## src/rtl/fpu_pkg.sv

```systemverilog
// fpu_pkg: shared single-precision types, constants and operand helpers
package fpu_pkg;
  typedef enum logic [2:0] {ZERO, SUB, NORM, INF, QNAN, SNAN} fp_class_t;
  typedef struct packed {
    logic        sign;
    logic [7:0]  exp;
    logic [22:0] frac;
  } fp32_t;
  localparam logic [31:0] CANON_NAN    = 32'h7FC00000;
  localparam logic [7:0]  EXP_ALL_ONES = 8'hFF;
  function automatic fp_class_t fp_classify(input fp32_t x);
    if (x.exp == '0) return (x.frac == '0) ? ZERO : SUB;
    if (x.exp == EXP_ALL_ONES) return (x.frac == '0) ? INF : (x.frac[22] ? QNAN : SNAN);
    return NORM;
  endfunction
  // subnormals share the exponent of the smallest normal
  function automatic logic [7:0] fp_eff_exp(input fp32_t x);
    return (x.exp == '0) ? 8'd1 : x.exp;
  endfunction
  function automatic logic fp_is_nan(input fp_class_t c);
    return (c == QNAN) || (c == SNAN);
  endfunction
endpackage

```

## src/rtl/fp_right_shift_sticky.sv

```systemverilog
// fp_right_shift_sticky: right shift that folds every shifted-out bit into bit 0
module fp_right_shift_sticky #(
  parameter int W  = 26,
  parameter int AW = 8
) (
  input  logic [W-1:0]  value,
  input  logic [AW-1:0] amount,
  output logic [W-1:0]  aligned
);
  logic [W-1:0] shifted;
  logic         lost;
  // shift, then OR the discarded low bits into the sticky position
  always_comb begin
    shifted = value >> amount;
    lost = 1'b0;
    for (int i = 0; i < W; i++) lost = lost | (value[i] & (i < int'(amount)));
    aligned = (int'(amount) >= W) ? {{(W-1){1'b0}}, |value} : {shifted[W-1:1], shifted[0] | lost};
  end
endmodule

```

## src/rtl/fp_add_unpack_align.sv

```systemverilog
// fp_add_unpack_align: unpack, order and align two singles ahead of the significand adder
module fp_add_unpack_align #(
  parameter int EXP_W = 8,
  parameter int MAN_W = 23
) (
  input  logic                   CLK,
  input  logic                   nRST,
  input  logic                   flush,
  input  logic                   valid_in,
  output logic                   ready_in,
  input  logic                   op_sub,
  input  logic [EXP_W+MAN_W:0]   operand_a,
  input  logic [EXP_W+MAN_W:0]   operand_b,
  output logic                   valid_out,
  input  logic                   ready_out,
  output logic                   sign_large,
  output logic                   eff_sub,
  output logic [EXP_W-1:0]       exponent_max,
  output logic [MAN_W+2:0]       frac_large,
  output logic [MAN_W+2:0]       frac_small,
  output logic                   special,
  output logic [EXP_W+MAN_W:0]   special_value,
  output logic                   inv
);
  import fpu_pkg::*;
  fp32_t            a, b, big, sml, s1_big, s1_sml;
  fp_class_t        s1_bcls, s1_scls;
  logic [EXP_W-1:0] s1_diff;
  logic             s1_valid, s2_valid, s1_load, s2_load, a_large;
  logic [MAN_W+2:0] sig_l, sig_s, aligned;
  logic             any_nan, any_snan, inf_inf, any_inf, both_zero, sp_n, inv_n;
  logic [31:0]      sv_n;
  assign a         = operand_a;
  assign b         = {operand_b[31] ^ op_sub, operand_b[30:0]};
  assign a_large   = a[30:0] >= b[30:0];
  assign big       = a_large ? a : b;
  assign sml       = a_large ? b : a;
  assign s2_load   = ~s2_valid | ready_out;
  assign s1_load   = ~s1_valid | s2_load;
  assign ready_in  = s1_load;
  assign valid_out = s2_valid;
  // stage 1: capture ordered operands, exponent gap and classes on acceptance
  always_ff @(posedge CLK or negedge nRST)
    if (!nRST) begin
      s1_valid <= 1'b0;
      s1_big   <= '0;
      s1_sml   <= '0;
      s1_diff  <= '0;
      s1_bcls  <= ZERO;
      s1_scls  <= ZERO;
    end else begin
      s1_valid <= ~flush & (s1_load ? valid_in : s1_valid);
      if (valid_in & ready_in) begin
        s1_big  <= big;
        s1_sml  <= sml;
        s1_diff <= fp_eff_exp(big) - fp_eff_exp(sml);
        s1_bcls <= fp_classify(big);
        s1_scls <= fp_classify(sml);
      end
    end
  assign sig_l = {s1_big.exp != '0, s1_big.frac, 2'b00};
  assign sig_s = {s1_sml.exp != '0, s1_sml.frac, 2'b00};
  fp_right_shift_sticky #(.W(MAN_W+3), .AW(EXP_W)) u_align (
    .value  (sig_s),
    .amount (s1_diff),
    .aligned(aligned)
  );
  // special-case resolution; an infinity without NaNs is always the large operand
  always_comb begin
    any_nan   = fp_is_nan(s1_bcls) | fp_is_nan(s1_scls);
    any_snan  = (s1_bcls == SNAN) | (s1_scls == SNAN);
    inf_inf   = (s1_bcls == INF) & (s1_scls == INF) & (s1_big.sign ^ s1_sml.sign);
    any_inf   = (s1_bcls == INF) | (s1_scls == INF);
    both_zero = (s1_bcls == ZERO) & (s1_scls == ZERO);
    sp_n      = any_nan | any_inf | both_zero;
    inv_n     = any_snan | (~any_nan & inf_inf);
    sv_n      = (any_nan | inf_inf) ? CANON_NAN :
                any_inf ? {s1_big.sign, EXP_ALL_ONES, 23'b0} :
                both_zero ? {s1_big.sign & s1_sml.sign, 31'b0} : 32'b0;
  end
  // stage 2: register the aligned result while downstream has room
  always_ff @(posedge CLK or negedge nRST)
    if (!nRST) begin
      s2_valid      <= 1'b0;
      sign_large    <= 1'b0;
      eff_sub       <= 1'b0;
      exponent_max  <= '0;
      frac_large    <= '0;
      frac_small    <= '0;
      special       <= 1'b0;
      special_value <= '0;
      inv           <= 1'b0;
    end else begin
      s2_valid <= ~flush & (s2_load ? s1_valid : s2_valid);
      if (s2_load & s1_valid) begin
        sign_large    <= s1_big.sign;
        eff_sub       <= s1_big.sign ^ s1_sml.sign;
        exponent_max  <= fp_eff_exp(s1_big);
        frac_large    <= sig_l;
        frac_small    <= aligned;
        special       <= sp_n;
        special_value <= sv_n;
        inv           <= inv_n;
      end
    end
endmodule
```

## config.mk

```make
export PLATFORM = sky130hd
export DESIGN_NAME = fp_add_unpack_align
export DESIGN_NICKNAME = d
export VERILOG_FILES = /design/src/rtl/fpu_pkg.sv /design/src/rtl/fp_right_shift_sticky.sv /design/src/rtl/fp_add_unpack_align.sv
export SDC_FILE = /design/constraint.sdc
export NUM_CORES = 1
export LEC_CHECK = 0
export ABC_AREA = 0
export ABC_CLOCK_PERIOD_IN_PS = 6800
export CORE_MARGIN = 8
export CORE_UTILIZATION = 30
export CTS_BUF_LIST = sky130_fd_sc_hd__clkbuf_8
export DETAILED_ROUTE_END_ITERATION = 10
export DONT_BUFFER_PORTS = 1
export GPL_ROUTABILITY_DRIVEN = 0
export GPL_TIMING_DRIVEN = 0
export PLACE_DENSITY = 0.46
export RECOVER_POWER = 100
export SKIP_CTS_REPAIR_TIMING = 1
export SLEW_MARGIN = 20
export SYNTH_ARGS = -nofsm -noshare
export SYNTH_HDL_FRONTEND = slang
export SYNTH_HIERARCHICAL = 1
export SYNTH_SLANG_ARGS = --single-unit
```

## constraint.sdc

```tcl
create_clock -name CLK -period 6.8 [get_ports CLK]
set_clock_uncertainty 0.2 [all_clocks]
set_input_delay 1.7 -clock CLK [delete_from_list [all_inputs] [get_ports CLK]]
set_output_delay 1.7 -clock CLK [all_outputs]
set_load 0.005 [all_outputs]
```

# --- After elaboration in Yosys (flattened, before gate mapping) ---
# Cells that the tools add are included.
# W data, S select, Z words.
totals:
  mem_bits_ro: 0
  elab_cells: 174
  ram_bits: 0
  reg_bits: 174
  latch_bits: 0
  mem_count: 0
  inputBits: 70
  output_inout_bits: 98
op_classes:
  n_eq_ne: 8
  n_div: 0
  addsub: 1
  order_cmp: 26
  multipliers: 0
  n_mux: 35
  reduce_logical: 12
  shift: 1
  bitwise_logic: 72
op_table:
  columns: ["operator", "n"]
  rows:
  - ["$mux W32", 5]
  - ["$lt A5 B8 Y1 const A", 10]
  - ["$lt A4 B8 Y1 const A", 8]
  - ["$logic_not A23 Y1", 2]
  - ["$and A1 B1 Y1", 33]
  - ["$or A1 B1 Y1", 33]
  - ["$lt A3 B8 Y1 const A", 4]
  - ["$ge A31 B31 Y1", 1]
  - ["$mux W3", 10]
  - ["$mux W26", 1]
  - ["$shr A26 B8 Y26", 1]
  - ["$logic_not A8 Y1", 3]
  - ["$mux W8", 3]
  - ["$reduce_or A24 Y1", 1]
  - ["$eq A8 B8 Y1 const B", 2]
  - ["$lt A2 B8 Y1 const A", 2]
  - ["$mux W1", 16]
  - ["$reduce_bool A8 Y1", 2]
  - ["$eq A3 B3 Y1 const B", 4]
  - ["$ge A8 B5 Y1 const B", 1]
  - ["$sub A8 B8 Y8", 1]
  - ["$eq A3 B2 Y1 const B", 2]
  - ["$logic_not A3 Y1", 2]
  - ["$not A1 Y1", 4]
  - ["2 further kinds", 4]

# --- Depth between registers and ports, before layout ---
logic_depth:
  depth_word: 27
  ltp_mapped: 19
  ltp_nobuf: 16

# --- Hierarchy ---
# The synthesis kept the hierarchy.
modules_own_cells:
  columns: ["module", "area_each_um2", "cells_per_inst", "seq_area_each_um2", "n_inst"]
  rows:
  - ["fp_add_unpack_align", 8529.4, 967, 3628.5, 1]
  - ["fp_right_shift_sticky", 1933.1, 291, 0.0, 1]

# --- Least setup slack after synthesis ---
# Ideal clock, no wire load.
synth_timing:
  path_kind: "input port to flip-flop"
  from: "input port operand_b[24]"
  to: "register s1_diff[6]"
  stages: 19
  setup_slack_ns: 1.358
  arrival_ns: 5.147
  n_path_buf: 3
  setup_time_ns: 0.095
  t_required_ns: 6.505
  path_cell_list: "clkbuf_1 > inv_1 > ha_1 > a21oi_1 > o21ai_1 > a221o_1 > a31oi_4 > o21a_1 > buf_4 > buf_8 > mux2_1 > ha_1 > fa_1 > nor2b_1 > o21ai_0 > a21boi_0 > o21ai_0 > nor3b_1 > o31ai_1"
synth_via:
  elab_chain_cells: 5
  word_cells_on_any_way: 8
  classes_between: "1 x add/sub; 1 x order compare; 4 x mux; 2 x reduce/logical"
synth_lines:
  columns: ["element", "line", "rtl"]
  rows:
  - ["from (decl)", "fp_add_unpack_align.sv:13", "input logic [EXP_W+MAN_W:0] operand_b,"]
  - ["$ge A31 B31 Y1", "fp_add_unpack_align.sv:35", "assign a_large = a[30:0] >= b[30:0];"]
  - ["$mux W32 (on tied branches)", "fp_add_unpack_align.sv:36, fp_add_unpack_align.sv:37", null]
  - ["$logic_not A8 Y1", "fpu_pkg.sv:18", "return (x.exp == '0) ? 8'd1 : x.exp;"]
  - ["$mux W8", "fpu_pkg.sv:18", null]
  - ["$sub A8 B8 Y8 (*)", "fp_add_unpack_align.sv:56", "s1_diff <= fp_eff_exp(big) - fp_eff_exp(sml);"]
  - ["to (signal assigned)", "fp_add_unpack_align.sv:56", null]
  - ["to (decl)", "fp_add_unpack_align.sv:28", "logic [EXP_W-1:0] s1_diff;"]
# Every way passes the cells marked *; elsewhere a longest branch is shown, timed or not.
# A chain may end at the register's enable or synchronous reset.

# --- Final worst setup path ---
# Same ends and word-level chain as after synthesis.

==> results.toml <==
[finish]
ff_latch_area_sq_um = 3630
nets = 1418
fillers = 3724
drive_gt1_share_pct = 8.25
fin_util_pct = 32.9
area_growth_pct = 8.26
diodes = 0
multi_input_area_sq_um = 5900

[routing]
drc = 0
wl_per_cell_um = 23.6
wl_um = 41800
ant_nets = 0
dr.pass1.iters = 5
via_per_inst = 5.58
vias = 9913
drt-initial-drc-count = 1044

[power]
p_leak_uw = 0.00489
vdd_drop_max_mv = 0.168
power_per_cell_area_nw_per_um2 = 262

[worst_setup_path]
worstPathMaxFanout = 10
crit_path_end_kind = "flop"
crit_slowest_cell = "nor3_1"
arrival_ns = 6.40
crit_chain = "clkbuf_1, inv_1, ha_1, nand2_1, nor3_1, nand4_1, o21a_1, buf_4, clkbuf_1, mux2_1, ha_1, nor2b_1, o21ai_0, a21boi_0, o21ai_0, nor3b_1, o31ai_1"
path_class = "input pin to flop"
critPathMaxStageDelay_ns = 0.66
required_ns = 6.94
startpoint_type = "input pin"

[floorplanning]
die_h_um = 203
rows = 68
fp.coreArea_sq_um = 34500
io_pins = 168
die_w_um = 203
design.die.area_sq_um = 41100
start_util_pct = 30.4

[timing]
fin_tns_setup_ns = 0
finalHoldWorstSlack_ns = 0.281
rsz0062_at_grt = "no"
slew_headroom_pct = 23.2
fin_crit_sh_pct = 92.0
hold_viol = 0
max_freq_mhz = 160
slew_viol_final = 0
setup-violations-final = 0
min_period_ns = 6.26
worstMarginPinSlew_ns = 1.15

[synthesis]
yosys.area.top_type_share_pct = 34.7
synth_area_leader_cell = "dfrtp_1"
synth_cells = 1258
yosys.cell_types.count = 78
ys_seq_area_share_pct = 34.7
ys_ff_latch = 145
synth_common_cells = "nand2_1, dfrtp_1, clkbuf_1, o2111ai_1, nor2_1"
async_flop_share_pct = 100
synth_ff_type = "dfrtp_1"
synthTopCellsByArea = "dfrtp_1, nand2_1, o2111ai_1, ha_1, o211ai_2"
yosysMostFrequentCell = "nand2_1"
avgSynthCellArea_sq_um = 8.32
synth_area_sq_um = 10500
synth_warnings = 6
synth_edf_count = 0

[run_status]
status = "finished, final reports clean"

[clock_tree]
cts.htree.levels = 4
root_buffer = "clkbuf_8"
cts_tree = "yes"
cts.clk_slew.worst_paths_ns = 0.10
cts.sinks = 145
cts_buffers = 17
cts_buffer_depth = 2
clkLatencyLatePin_ns = 0.48

[global_routing]
track_usage_pct = 20.0
grt_pass1_wl_um = 64000
grt_pass1_vias = 9752
antenna_found_initial = 0
overflow = 0
grt_max_degree = 146

[job]
drv_cap = 0

[hold_path]
hold_path.class = "flop to flop"

[place]
dpl.hpwl_um = 31400
io_buffers = 0
-- layout make-up --
cell class	instances	share of cell area [%]
buffer	128	5.78
clock buffer	18	2.19
clock inverter	14	1.45
inverter	44	1.46
multi-input combinational	972	52.1
sequential	145	32.0
tap	455	5.03
-- routing by layer --
metal / routed length (um) / global-route usage [%]
met5: 0 / 0
met4: 882 / 6.03
met1: 19200 / 28.2
met2: 18400 / 29.9
met3: 3360 / 4.54
-- registers in the layout, indices dropped and copies added, names as in the netlist, 3 cells and up --
| register | flops |
|---|---|
| exponent_max | 8 |
| frac_large | 24 |
| frac_small | 26 |
| s1_bcls | 3 |
| s1_big | 32 |
| s1_diff | 8 |
| s1_scls | 3 |
| s1_sml | 32 |
| special_value | 3 |
-- stage by stage --
step           power, uW  area (sq um)  cells  setup WS [ns]
2_1_floorplan       1900         10600   1289           1.36
3_3_place_gp        2250         11100   1744          0.505
3_5_place_dp        2250         11100   1744          0.511
4_1_cts             3010         11600   1776           1.04
5_1_grt             3140         11300   1776          0.437
6_report            2970         11300   1776          0.542
-- final timing paths --
check                               from  cells after the start  slack [ns]              to
setup / recovery           operand_b[24]                     17        0.54      s1_diff[6]
hold / removal                s1_big[14]                      2        0.28  frac_large[16]
setup reg to reg              s1_diff[1]                      7        3.55   frac_small[1]
hold reg to reg               s1_big[14]                      2        0.28  frac_large[16]
max in group asynchronous           nRST                      0        5.35      s1_big[30]
min in group asynchronous           nRST                      0        0.73  frac_small[12]
-- critical path: cells and delay by family --
kind / cells / cell delay, ns
AO/OA/AOI/OAI: 5 / 1.01
adder cells (fa/ha/maj): 2 / 0.65
buffers and inverters: 4 / 0.92
multiplexers: 1 / 0.41
AND/OR/NAND/NOR: 5 / 1.69
-- cells in the final DEF, fill, tap and decap left out, drive strengths merged, types with 34 or more instances in the layout --
master   instances
inv             48
dfrtp          145
nand2          378
clkbuf         103
buf             43
ha              39
o21ai           35
o211ai          78
nor2            54
a21oi           34
o2111ai         65
-- logic make-up after synthesis --
kind of cell / share of synthesized area (%)
compound gates: 22.6
xor+xnor: 0.251
fa+ha+maj: 4.86
buf+inv: 8.43
flops: 34.7
mux: 6.73
other cells: 0.0358
simple gates: 22.4
-- report_power, final --
group          total (uW)  internal (uW)  leakage, uW  switching [uW]
clock                 739            372     0.000216             367
combinational        1050            384      0.00284             670
sequential           1170           1000      0.00184             174
Note: power is estimated with default switching activity, not from simulation.
